[src/rtl/spi_csr_bridge_if.sv]
// SPI pins and CSR register-map port bundle for spi_csr_bridge.
// slave = the bridge side; master = the pin/register-map side.
`timescale 1ns/1ps
interface spi_csr_bridge_if #(
   parameter int unsigned ADDR_WIDTH = 7,
   parameter int unsigned DATA_WIDTH = 8
);
   logic                  sck_i;
   logic                  csn_i;
   logic                  mosi_i;
   logic                  miso_o;
   logic                  miso_oe_o;
   logic [ADDR_WIDTH-1:0] addr_o;
   logic [DATA_WIDTH-1:0] write_data_o;
   logic                  write_en_o;
   logic                  read_en_o;
   logic [DATA_WIDTH-1:0] read_data_i;
   logic                  busy_o;

   modport slave (
      input  sck_i, csn_i, mosi_i, read_data_i,
      output miso_o, miso_oe_o, addr_o, write_data_o, write_en_o, read_en_o, busy_o
   );

   modport master (
      output sck_i, csn_i, mosi_i, read_data_i,
      input  miso_o, miso_oe_o, addr_o, write_data_o, write_en_o, read_en_o, busy_o
   );
endinterface

[src/rtl/spi_csr_bridge.sv]
// SPI mode-0 slave that turns {rw,addr} + data byte frames into held CSR
// write/read strobes, with burst auto-increment and read prefetch.
`timescale 1ns/1ps
module spi_csr_bridge #(
   parameter int unsigned ADDR_WIDTH    = 7,
   parameter int unsigned DATA_WIDTH    = 8,
   parameter int unsigned STROBE_CYCLES = 4,
   parameter int unsigned SYNC_STAGES   = 2
) (
   input  logic            clk_i,
   input  logic            rstn_n,
   spi_csr_bridge_if.slave bus
);
   localparam int unsigned     BW       = $clog2(DATA_WIDTH);
   localparam int unsigned     CW       = $clog2(STROBE_CYCLES);
   localparam logic [BW-1:0]   LAST_BIT = BW'(DATA_WIDTH - 1);
   localparam logic [CW-1:0]   LAST_CNT = CW'(STROBE_CYCLES - 1);

   typedef enum logic [1:0] {F_IDLE, F_CMD, F_DATA} frame_t;
   typedef enum logic [1:0] {S_IDLE, S_WR, S_RD}    strobe_t;

   logic [SYNC_STAGES-1:0] r_sck_sync, r_csn_sync, r_mosi_sync;
   logic                   r_sck_prev;
   frame_t                 r_fstate, w_fstate_nxt;
   strobe_t                r_sstate, w_sstate_nxt;
   logic [BW-1:0]          r_bit_cnt;
   logic [DATA_WIDTH-2:0]  r_rx_shift;
   logic [DATA_WIDTH-1:0]  r_tx_shift;
   logic                   r_rw, r_oe, r_cap;
   logic [ADDR_WIDTH-1:0]  r_frame_addr, r_addr, r_pend_addr;
   logic [DATA_WIDTH-1:0]  r_wdata, r_pend_data;
   logic                   r_pend_wr, r_pend_rd;
   logic [CW-1:0]          r_cnt;

   logic                   w_sck, w_csn, w_mosi, w_sck_rise, w_sck_fall, w_active;
   logic                   w_byte_done, w_req_wr, w_req_rd, w_accept;
   logic [DATA_WIDTH-1:0]  w_byte;
   logic [ADDR_WIDTH-1:0]  w_req_addr;

   // csn synchroniser resets high so reset release never looks like a frame start
   always_ff @(posedge clk_i or negedge rstn_n) begin
      if (!rstn_n) begin
         r_sck_sync  <= '0;
         r_csn_sync  <= '1;
         r_mosi_sync <= '0;
         r_sck_prev  <= 1'b0;
      end else begin
         r_sck_sync  <= {r_sck_sync[SYNC_STAGES-2:0], bus.sck_i};
         r_csn_sync  <= {r_csn_sync[SYNC_STAGES-2:0], bus.csn_i};
         r_mosi_sync <= {r_mosi_sync[SYNC_STAGES-2:0], bus.mosi_i};
         r_sck_prev  <= w_sck;
      end
   end

   assign w_sck       = r_sck_sync[SYNC_STAGES-1];
   assign w_csn       = r_csn_sync[SYNC_STAGES-1];
   assign w_mosi      = r_mosi_sync[SYNC_STAGES-1];
   assign w_sck_rise  = w_sck & ~r_sck_prev;
   assign w_sck_fall  = ~w_sck & r_sck_prev;
   assign w_active    = (r_fstate != F_IDLE) && !w_csn;
   assign w_byte      = {r_rx_shift, w_mosi};
   assign w_byte_done = w_active && w_sck_rise && (r_bit_cnt == LAST_BIT);
   assign w_req_rd    = w_byte_done && (((r_fstate == F_CMD) && w_byte[DATA_WIDTH-1]) ||
                                        ((r_fstate == F_DATA) && r_rw));
   assign w_req_wr    = w_byte_done && (r_fstate == F_DATA) && !r_rw;
   assign w_req_addr  = (r_fstate == F_CMD) ? w_byte[ADDR_WIDTH-1:0] :
                        (r_rw ? r_frame_addr + 1'b1 : r_frame_addr);

   always_ff @(posedge clk_i or negedge rstn_n) begin
      if (!rstn_n) r_fstate <= F_IDLE;
      else         r_fstate <= w_fstate_nxt;
   end

   always_comb begin
      w_fstate_nxt = r_fstate;
      if (w_csn) begin
         w_fstate_nxt = F_IDLE;
      end else begin
         case (r_fstate)
            F_IDLE:  w_fstate_nxt = F_CMD;
            F_CMD:   if (w_byte_done) w_fstate_nxt = F_DATA;
            default: w_fstate_nxt = r_fstate;
         endcase
      end
   end

   always_ff @(posedge clk_i or negedge rstn_n) begin
      if (!rstn_n) begin
         r_bit_cnt    <= '0;
         r_rx_shift   <= '0;
         r_rw         <= 1'b0;
         r_oe         <= 1'b0;
         r_frame_addr <= '0;
      end else if (w_csn) begin
         r_bit_cnt <= '0;
         r_oe      <= 1'b0;
      end else if (r_fstate == F_IDLE) begin
         r_bit_cnt <= '0;
         r_rw      <= 1'b0;
      end else if (w_sck_rise) begin
         r_rx_shift <= w_byte[DATA_WIDTH-2:0];
         r_bit_cnt  <= (r_bit_cnt == LAST_BIT) ? '0 : r_bit_cnt + 1'b1;
         if (r_bit_cnt == LAST_BIT) begin
            if (r_fstate == F_CMD) begin
               r_rw         <= w_byte[DATA_WIDTH-1];
               r_oe         <= w_byte[DATA_WIDTH-1];
               r_frame_addr <= w_byte[ADDR_WIDTH-1:0];
            end else begin
               r_frame_addr <= r_frame_addr + 1'b1;
            end
         end
      end
   end

   // One-deep request slot lets a new frame's strobe wait for a running one
   always_ff @(posedge clk_i or negedge rstn_n) begin
      if (!rstn_n) begin
         r_pend_wr   <= 1'b0;
         r_pend_rd   <= 1'b0;
         r_pend_addr <= '0;
         r_pend_data <= '0;
      end else if (w_req_wr || w_req_rd) begin
         r_pend_wr   <= w_req_wr;
         r_pend_rd   <= w_req_rd;
         r_pend_addr <= w_req_addr;
         r_pend_data <= w_byte;
      end else if (w_accept) begin
         r_pend_wr <= 1'b0;
         r_pend_rd <= 1'b0;
      end
   end

   always_ff @(posedge clk_i or negedge rstn_n) begin
      if (!rstn_n) begin
         r_sstate <= S_IDLE;
         r_cnt    <= '0;
      end else begin
         r_sstate <= w_sstate_nxt;
         r_cnt    <= (r_sstate != S_IDLE && w_sstate_nxt == r_sstate) ? r_cnt + 1'b1 : '0;
      end
   end

   always_comb begin
      w_sstate_nxt = r_sstate;
      w_accept     = 1'b0;
      case (r_sstate)
         S_IDLE: begin
            if (r_pend_wr) begin
               w_sstate_nxt = S_WR;
               w_accept     = 1'b1;
            end else if (r_pend_rd) begin
               w_sstate_nxt = S_RD;
               w_accept     = 1'b1;
            end
         end
         default: if (r_cnt == LAST_CNT) w_sstate_nxt = S_IDLE;
      endcase
   end

   // tx shifts only on falls inside a byte, so a capture between bytes keeps its MSB
   always_ff @(posedge clk_i or negedge rstn_n) begin
      if (!rstn_n) begin
         r_addr     <= '0;
         r_wdata    <= '0;
         r_cap      <= 1'b0;
         r_tx_shift <= '0;
      end else begin
         if (w_accept) begin
            r_addr <= r_pend_addr;
            if (r_pend_wr) r_wdata <= r_pend_data;
         end else if (r_sstate == S_WR && r_cnt == LAST_CNT) begin
            r_addr <= r_addr + 1'b1;
         end
         r_cap <= (r_sstate == S_RD) && (r_cnt == LAST_CNT);
         if (r_cap)
            r_tx_shift <= bus.read_data_i;
         else if (w_active && w_sck_fall && r_bit_cnt != '0)
            r_tx_shift <= {r_tx_shift[DATA_WIDTH-2:0], 1'b0};
      end
   end

   assign bus.addr_o       = r_addr;
   assign bus.write_data_o = r_wdata;
   assign bus.write_en_o   = (r_sstate == S_WR);
   assign bus.read_en_o    = (r_sstate == S_RD);
   assign bus.busy_o       = (r_sstate != S_IDLE);
   assign bus.miso_oe_o    = r_oe;
   assign bus.miso_o       = r_oe & r_tx_shift[DATA_WIDTH-1];
endmodule

[src/flat_wrapper.sv]
// flat-port wrapper written by rule: the top's interface ports become plain ports
module spi_csr_bridge_flat 
#(
   parameter int unsigned ADDR_WIDTH    = 7,
   parameter int unsigned DATA_WIDTH    = 8,
   parameter int unsigned STROBE_CYCLES = 4,
   parameter int unsigned SYNC_STAGES   = 2
)
  (clk_i, rstn_n, bus_sck_i, bus_csn_i, bus_mosi_i, bus_read_data_i, bus_miso_o, bus_miso_oe_o, bus_addr_o, bus_write_data_o, bus_write_en_o, bus_read_en_o, bus_busy_o);
  spi_csr_bridge_if #(.ADDR_WIDTH(ADDR_WIDTH), .DATA_WIDTH(DATA_WIDTH)) bus_i ();
  input  logic clk_i;
  input  logic rstn_n;
  input wire logic [$bits(bus_i.sck_i)-1:0] bus_sck_i;
  input wire logic [$bits(bus_i.csn_i)-1:0] bus_csn_i;
  input wire logic [$bits(bus_i.mosi_i)-1:0] bus_mosi_i;
  input wire logic [$bits(bus_i.read_data_i)-1:0] bus_read_data_i;
  output wire logic [$bits(bus_i.miso_o)-1:0] bus_miso_o;
  output wire logic [$bits(bus_i.miso_oe_o)-1:0] bus_miso_oe_o;
  output wire logic [$bits(bus_i.addr_o)-1:0] bus_addr_o;
  output wire logic [$bits(bus_i.write_data_o)-1:0] bus_write_data_o;
  output wire logic [$bits(bus_i.write_en_o)-1:0] bus_write_en_o;
  output wire logic [$bits(bus_i.read_en_o)-1:0] bus_read_en_o;
  output wire logic [$bits(bus_i.busy_o)-1:0] bus_busy_o;
  assign bus_i.sck_i = bus_sck_i;
  assign bus_i.csn_i = bus_csn_i;
  assign bus_i.mosi_i = bus_mosi_i;
  assign bus_i.read_data_i = bus_read_data_i;
  assign bus_miso_o = bus_i.miso_o;
  assign bus_miso_oe_o = bus_i.miso_oe_o;
  assign bus_addr_o = bus_i.addr_o;
  assign bus_write_data_o = bus_i.write_data_o;
  assign bus_write_en_o = bus_i.write_en_o;
  assign bus_read_en_o = bus_i.read_en_o;
  assign bus_busy_o = bus_i.busy_o;
  spi_csr_bridge #(.ADDR_WIDTH(ADDR_WIDTH), .DATA_WIDTH(DATA_WIDTH), .STROBE_CYCLES(STROBE_CYCLES), .SYNC_STAGES(SYNC_STAGES)) u_core (.clk_i(clk_i), .rstn_n(rstn_n), .bus(bus_i));
endmodule
[config.mk]
export PLATFORM = sky130hd
export DESIGN_NAME = spi_csr_bridge_flat
export DESIGN_NICKNAME = d
export VERILOG_FILES = /design/src/rtl/spi_csr_bridge_if.sv /design/src/rtl/spi_csr_bridge.sv /design/src/flat_wrapper.sv
export SDC_FILE = /design/constraint.sdc
export NUM_CORES = 1
export LEC_CHECK = 0
export CORE_ASPECT_RATIO = 0.9
export CORE_MARGIN = 2
export CORE_UTILIZATION = 50
export DETAILED_ROUTE_END_ITERATION = 10
export GPL_ROUTABILITY_DRIVEN = 1
export PLACE_DENSITY_LB_ADDON = 0.2
export REMOVE_ABC_BUFFERS = 1
export SYNTH_ARGS = -nofsm -noshare
export SYNTH_HDL_FRONTEND = slang
export SYNTH_SLANG_ARGS = --single-unit
[constraint.sdc]
create_clock -name clk_i -period 1.75 [get_ports clk_i]
set_clock_uncertainty 0.15 [all_clocks]
set_input_delay 0.35 -clock clk_i [delete_from_list [all_inputs] [get_ports clk_i]]
set_output_delay 0.35 -clock clk_i [all_outputs]
set_load 0.01 [all_outputs]
## Word-level counts from Yosys, hierarchy flattened

Index checks and enable logic that the tools add are counted.

| operators by class | value |
|---|---|
| add/sub/neg operators | 4 |
| $mul | 0 |
| divide/modulo/power cells | 0 |
| order comparisons | 0 |
| equal/unequal tests | 9 |
| shift-type cells | 0 |
| multiplexer cells | 31 |
| bitwise operators | 7 |
| reductions and logical operators | 39 |

Operators by type and width:

| operator | count |
|---|---|
| $mux 7 | 5 |
| $reduce_bool 2->1 | 11 |
| $mux 8 | 2 |
| $add 7x1->7 const B | 2 |
| $mux 2 | 7 |
| $logic_and 1x1->1 | 13 |
| $mux 1 | 12 |
| $mux 3 | 4 |
| $reduce_and 4->1 | 3 |
| $reduce_bool 3->1 | 3 |
| $eq 2x2->1 const B | 3 |
| $eq 2x1->1 const B | 2 |
| $logic_not 2->1 | 2 |
| $not 1->1 | 4 |
| $pmux 2 s2 | 1 |
| $reduce_and 2->1 | 2 |
| $add 3x1->3 const B | 1 |
| $and 1x1->1 | 3 |
| $eq 3x3->1 const B | 1 |
| $ne 3x1->1 const B | 1 |
| $reduce_and 3->1 | 1 |
| $add 2x1->2 const B | 1 |
| $eq 2x2->1 | 1 |
| $logic_not 1->1 | 2 |
| 2 further kinds | 3 |

| word-level totals | value |
|---|---|
| register bits | 73 |
| bits in latches | 0 |
| bits in writable memories | 0 |
| memory bits (read-only) | 0 |
| bits of input ports | 13 |
| output and inout bits | 20 |
| logic and storage cells | 110 |
| memories | 0 |

## Longest topological paths before layout

| logic depth | value |
|---|---|
| word-level depth | 8 |
| mapped depth | 7 |

## Worst setup path before layout

Ideal clock, no wire load.

| path | value |
|---|---|
| kind | reg2reg |
| start point | register u_core.r_bit_cnt[0] |
| end point | register u_core.r_pend_data[3] |
| setup time | 0.125 ns |
| arrival | 1.645 ns |
| data required time | 1.475 ns |
| slack | -0.170 ns |
| cell stages (with the launch flop) | 7 |
| buffers on the path | 1 |
| clock period less this slack | 1.920 ns |
| cells stage by stage | dfrtp_1 > ha_1 > ha_1 > and4bb_2 > o21ai_4 > buf_6 > mux2_2 |

| between the ends | value |
|---|---|
| cells in the longest elaborated chain, start to end | 5 |
| elaborated cells between the ends (all ways) | 6 |
| classes of those cells | eq/ne (1); reduce/logical (5) |

RTL lines:

| what | line | RTL |
|---|---|---|
| start, declared | spi_csr_bridge.sv:26 | `logic [BW-1:0] r_bit_cnt;` |
| start signal, assigned | spi_csr_bridge.sv:102 | `r_bit_cnt <= (r_bit_cnt == LAST_BIT) ? '0 : r_bit_cnt + 1'b1;` |
| $eq 3x3->1 * | spi_csr_bridge.sv:62 | `assign w_byte_done = w_active && w_sck_rise && (r_bit_cnt == LAST_BIT);` |
| $logic_and 1x1->1 * | spi_csr_bridge.sv:62 |  |
| $logic_and 1x1->1 (2 in a row) | spi_csr_bridge.sv:65 | `assign w_req_wr = w_byte_done && (r_fstate == F_DATA) && !r_rw;` |
| $logic_or 1x1->1 * | spi_csr_bridge.sv:122 | `end else if (w_req_wr \|\| w_req_rd) begin` |
| end signal, assigned | spi_csr_bridge.sv:126 | `r_pend_data <= w_byte;` |
| end, declared | spi_csr_bridge.sv:31 | `logic [DATA_WIDTH-1:0] r_wdata, r_pend_data;` |

Every way passes the cells marked *; elsewhere a longest branch is shown, timed or not.
A chain may end at the register's enable or synchronous reset.

## Worst setup path in the final report

| path | value |
|---|---|
| start point | register u_core.r_bit_cnt[1] |
| end point | register u_core.r_pend_wr |

| between the ends | value |
|---|---|
| cells in the longest elaborated chain, start to end | 6 |
| elaborated cells between the ends (all ways) | 8 |
| classes of those cells | eq/ne (1); mux (1); reduce/logical (6) |

RTL lines:

| what | line | RTL |
|---|---|---|
| $eq 3x3->1 * | spi_csr_bridge.sv:62 |  |
| $logic_and 1x1->1 * | spi_csr_bridge.sv:62 |  |
| $logic_and 1x1->1 (2 in a row) | spi_csr_bridge.sv:65 |  |
| $logic_or 1x1->1 | spi_csr_bridge.sv:122 |  |
| $mux 1 / $reduce_bool 2->1 (equally long branches) | n/a |  |
| end signal, assigned | spi_csr_bridge.sv:123 | `r_pend_wr <= w_req_wr;` |
| end, declared | spi_csr_bridge.sv:32 | `logic r_pend_wr, r_pend_rd;` |

Marked as above.

==> impl_metrics.json <==
{
  "cts_max_level": 3,
  "status": "finished, violations left",
  "clock_path_buffers": 2,
  "cts.sinks": 73,
  "hold_end": "u_core.r_mosi_sync[1]$_DFF_PN0_",
  "grt_max_degree": 74,
  "synth-edff-count": 0,
  "worstHoldStart": "u_core.r_mosi_sync[0]$_DFF_PN0_",
  "synthFlopType": "dfrtp_1",
  "firstDrtPassIters": 4,
  "timing.rr.start": "u_core.r_bit_cnt[1]$_DFFE_PN0P_",
  "fill_cells": 489,
  "cts_tree": "yes",
  "tns_ns": -0.474,
  "r2r_slack_ns": -0.08,
  "ant_nets": 0,
  "max-vdd-ir-drop_mv": 0.682,
  "multi_input_area_mm2": 0.00160,
  "setup.worst_path.class": "flop to flop",
  "yosys.area.top_type": "dfrtp_1",
  "yosys_register_bits": 73,
  "die_h_um": 81.3,
  "wl_per_cell_um": 16.0,
  "grtUsageTotal_pct": 20.8,
  "numCtsBuffers": 9,
  "maxCapViolCount": 0,
  "final_cell_count_no_fill": 459,
  "io_pins": 33,
  "fin_crit_sh_pct": 104,
  "holdCritPathClass": "flop to flop",
  "required_ns": 1.84,
  "rsz0062_at_grt": "true",
  "fmax_mhz": 547,
  "nets": 383,
  "antenna_found_initial": 0,
  "setup_slack_ns": -0.0776,
  "cp-start-kind": "flop",
  "grt_pass1_wl_um": 11900,
  "synth_area_mm2": 0.00332,
  "gp_congestion": 0.861,
  "worstRegToRegCells": 6,
  "crit_fanout": 8,
  "reg2reg_to": "u_core.r_pend_wr$_DFFE_PN0P_",
  "leakagePower_nw": 2.17,
  "clock_latency_ns": 0.35,
  "fin_crit_ns": 1.83,
  "die_area_mm2": 0.00732,
  "cp-end-kind": "flop",
  "finalSetupViolations": 12,
  "drt-initial-drc-count": 136,
  "syn_avg_cell_area_um2": 11.2,
  "clockRootBuffer": "clkbuf_8",
  "max_slew_margin_pct": 55.8,
  "first_global_vias": 2435,
  "synth.distinct_cells": 55,
  "gr-total-overflow": 0,
  "dp_hpwl_um": 4510,
  "cp.arrival_ns": 1.92,
  "routed_wirelength_um": 7360,
  "die_w_um": 89.9,
  "regArea_mm2": 0.00183,
  "start_util_pct": 51.0,
  "final_cell_mix": "69 x dfrtp_1, 26 x buf_4, 19 x nand2_1, 18 x nor2_1, 15 x mux2_2",
  "vias": 2539,
  "final_common_cell": "dfrtp_1",
  "num_rows": 28,
  "dp.cells": 427,
  "drcViolationCount": 0,
  "io_buffers": 32,
  "clk_pin_slew_ns": 0.08,
  "tightest_slew_ns": 0.657,
  "avgViaCountPerCell": 5.53,
  "holdPathStages": 0,
  "slew_violations": 0,
  "core_mm2": 0.00652,
  "syn_inst": 296,
  "yosys_warnings": 0,
  "layout-area-overhead-vs-synth_pct": 33.8,
  "hold_violations": 0,
  "yosysSeqAreaShare_pct": 55.0,
  "power_density_mw_per_mm2": 786,
  "drive_above_1_share_pct": 32.0,
  "async_flop_share_pct": 100,
  "netlist_top_cells_area": "dfrtp_1 53%, mux2_2 7.5%, o21ai_0 3.8%",
  "diodes": 0,
  "failed_checks": "setup timing",
  "synth_top_area_share_pct": 53.5
}
[through the flow]
step | utilization (%) | power (W) | instance area (µm²) | worst slack (ns) | hold slack, ns
2_1_floorplan | - | 0.00192 | 3260 | -0.298 | -0.0956
3_3_place_gp | 59.7 | 0.00204 | 3890 | -0.111 | 0.191
3_5_place_dp | 59.7 | 0.00205 | 3890 | -0.119 | 0.188
4_1_cts | 66.2 | 0.00351 | 4320 | -0.0486 | 0.212
5_1_grt | 68.3 | 0.00362 | 4450 | -0.145 | 0.214
6_report | 68.3 | 0.00350 | 4450 | -0.0776 | 0.208
[registers in the layout (all words and copies together) (netlist names), 3 cells and up]
name,flops
u_core.r_rx_shift,7
u_core.r_pend_data,8
u_core.r_bit_cnt,3
u_core.r_tx_shift,8
u_core.bus.addr_o,7
u_core.r_pend_addr,7
u_core.r_frame_addr,7
u_core.bus.write_data_o,8
[area by class of cell]
cell class	instances	share of cell area, %
tap	90	2.53
multi-input combinational	204	35.9
clock buffer	11	3.18
sequential	73	41.2
inverter	7	0.591
timing repair buffer	69	14.9
clock inverter	5	1.77
[worst max path at each step]
stage / startpoint / slack, ns / endpoint
floorplan: u_core.r_bit_cnt[0]$_DFFE_PN0P_ / -0.30 / u_core.r_tx_shift[1]$_DFFE_PN0P_
finish: u_core.r_bit_cnt[1]$_DFFE_PN0P_ / -0.08 / u_core.r_pend_wr$_DFFE_PN0P_
CTS: u_core.r_sstate[1]$_DFF_PN0_ / -0.05 / bus_busy_o
global placement: u_core.r_bit_cnt[0]$_DFFE_PN0P_ / -0.11 / u_core.r_pend_rd$_DFFE_PN0P_
global route: u_core.r_bit_cnt[1]$_DFFE_PN0P_ / -0.14 / u_core.r_tx_shift[7]$_DFFE_PN0P_
detailed placement: u_core.r_bit_cnt[0]$_DFFE_PN0P_ / -0.12 / u_core.r_pend_data[6]$_DFFE_PN0P_
[cell usage after synthesis (all sizes together) (2+ instances only)]
master	number
nor2	23
xor2	2
nand4	7
nand3	5
nand3b	2
buf	7
clkbuf	6
and3b	2
nor3b	2
nand2	24
dfstp	2
mux2i	10
nor2b	6
o21ai	27
nor3	6
a221o	2
xnor2	4
dfrtp	71
inv	7
o31ai	2
nand2b	4
and2	2
mux2	22
o22a	2
a21oi	13
a211o	2
a32o	3
ha	6
and3	3
a2bb2oi	2
a31oi	3
[worst max-delay path: stages (launching register included)]
cell	delay [ns]
dfrtp_1	0.37
ha_2	0.21
ha_4	0.14
and4bb_4	0.31
o21ai_4	0.15
buf_6	0.18
a32o_1	0.21
[what timing repair did]
action | 4_1_cts | 5_1_grt
hold buffers | 1 | 0
cloned | 2 | 0
buffers inserted | 10 | 3
pin swaps | 5 | 12
resized for setup | 48 | 46
setup endpoints to repair | 46 | 53
hold endpoints to repair | 71 | 0
[per-layer routing]
layer	global-route usage, %	routed length (µm)	vias up	part of all wire, %
li1	-	-	1214	-
met3	5.84	339	16	4.6
met4	6.31	145	0	2.0
met2	32.8	3480	50	47
met5	0	0	-	0
met1	28.6	3400	1259	46
[logic make-up after synthesis]
family	Yosys count	synth area share, %
xor gates and xnor gates	6	1.58
and+or+nand+nor	92	14.5
muxes	32	10.5
DFF	73	55.0
adders and majority gates	6	2.26
AOI/OAI and AO/OA	67	13.4
buffers and inverters	20	2.79
[report_power, final]
part	switching, W	total (W)	leakage (nW)	internal (W)
clock network	0.000617	0.00146	0.113	0.000840
logic	0.000107	0.000215	1.11	0.000108
registers	0.0000782	0.00182	0.949	0.00175
total	0.000802	0.00350	2.17	0.00269
Note: power is estimated with default switching activity, not from simulation.
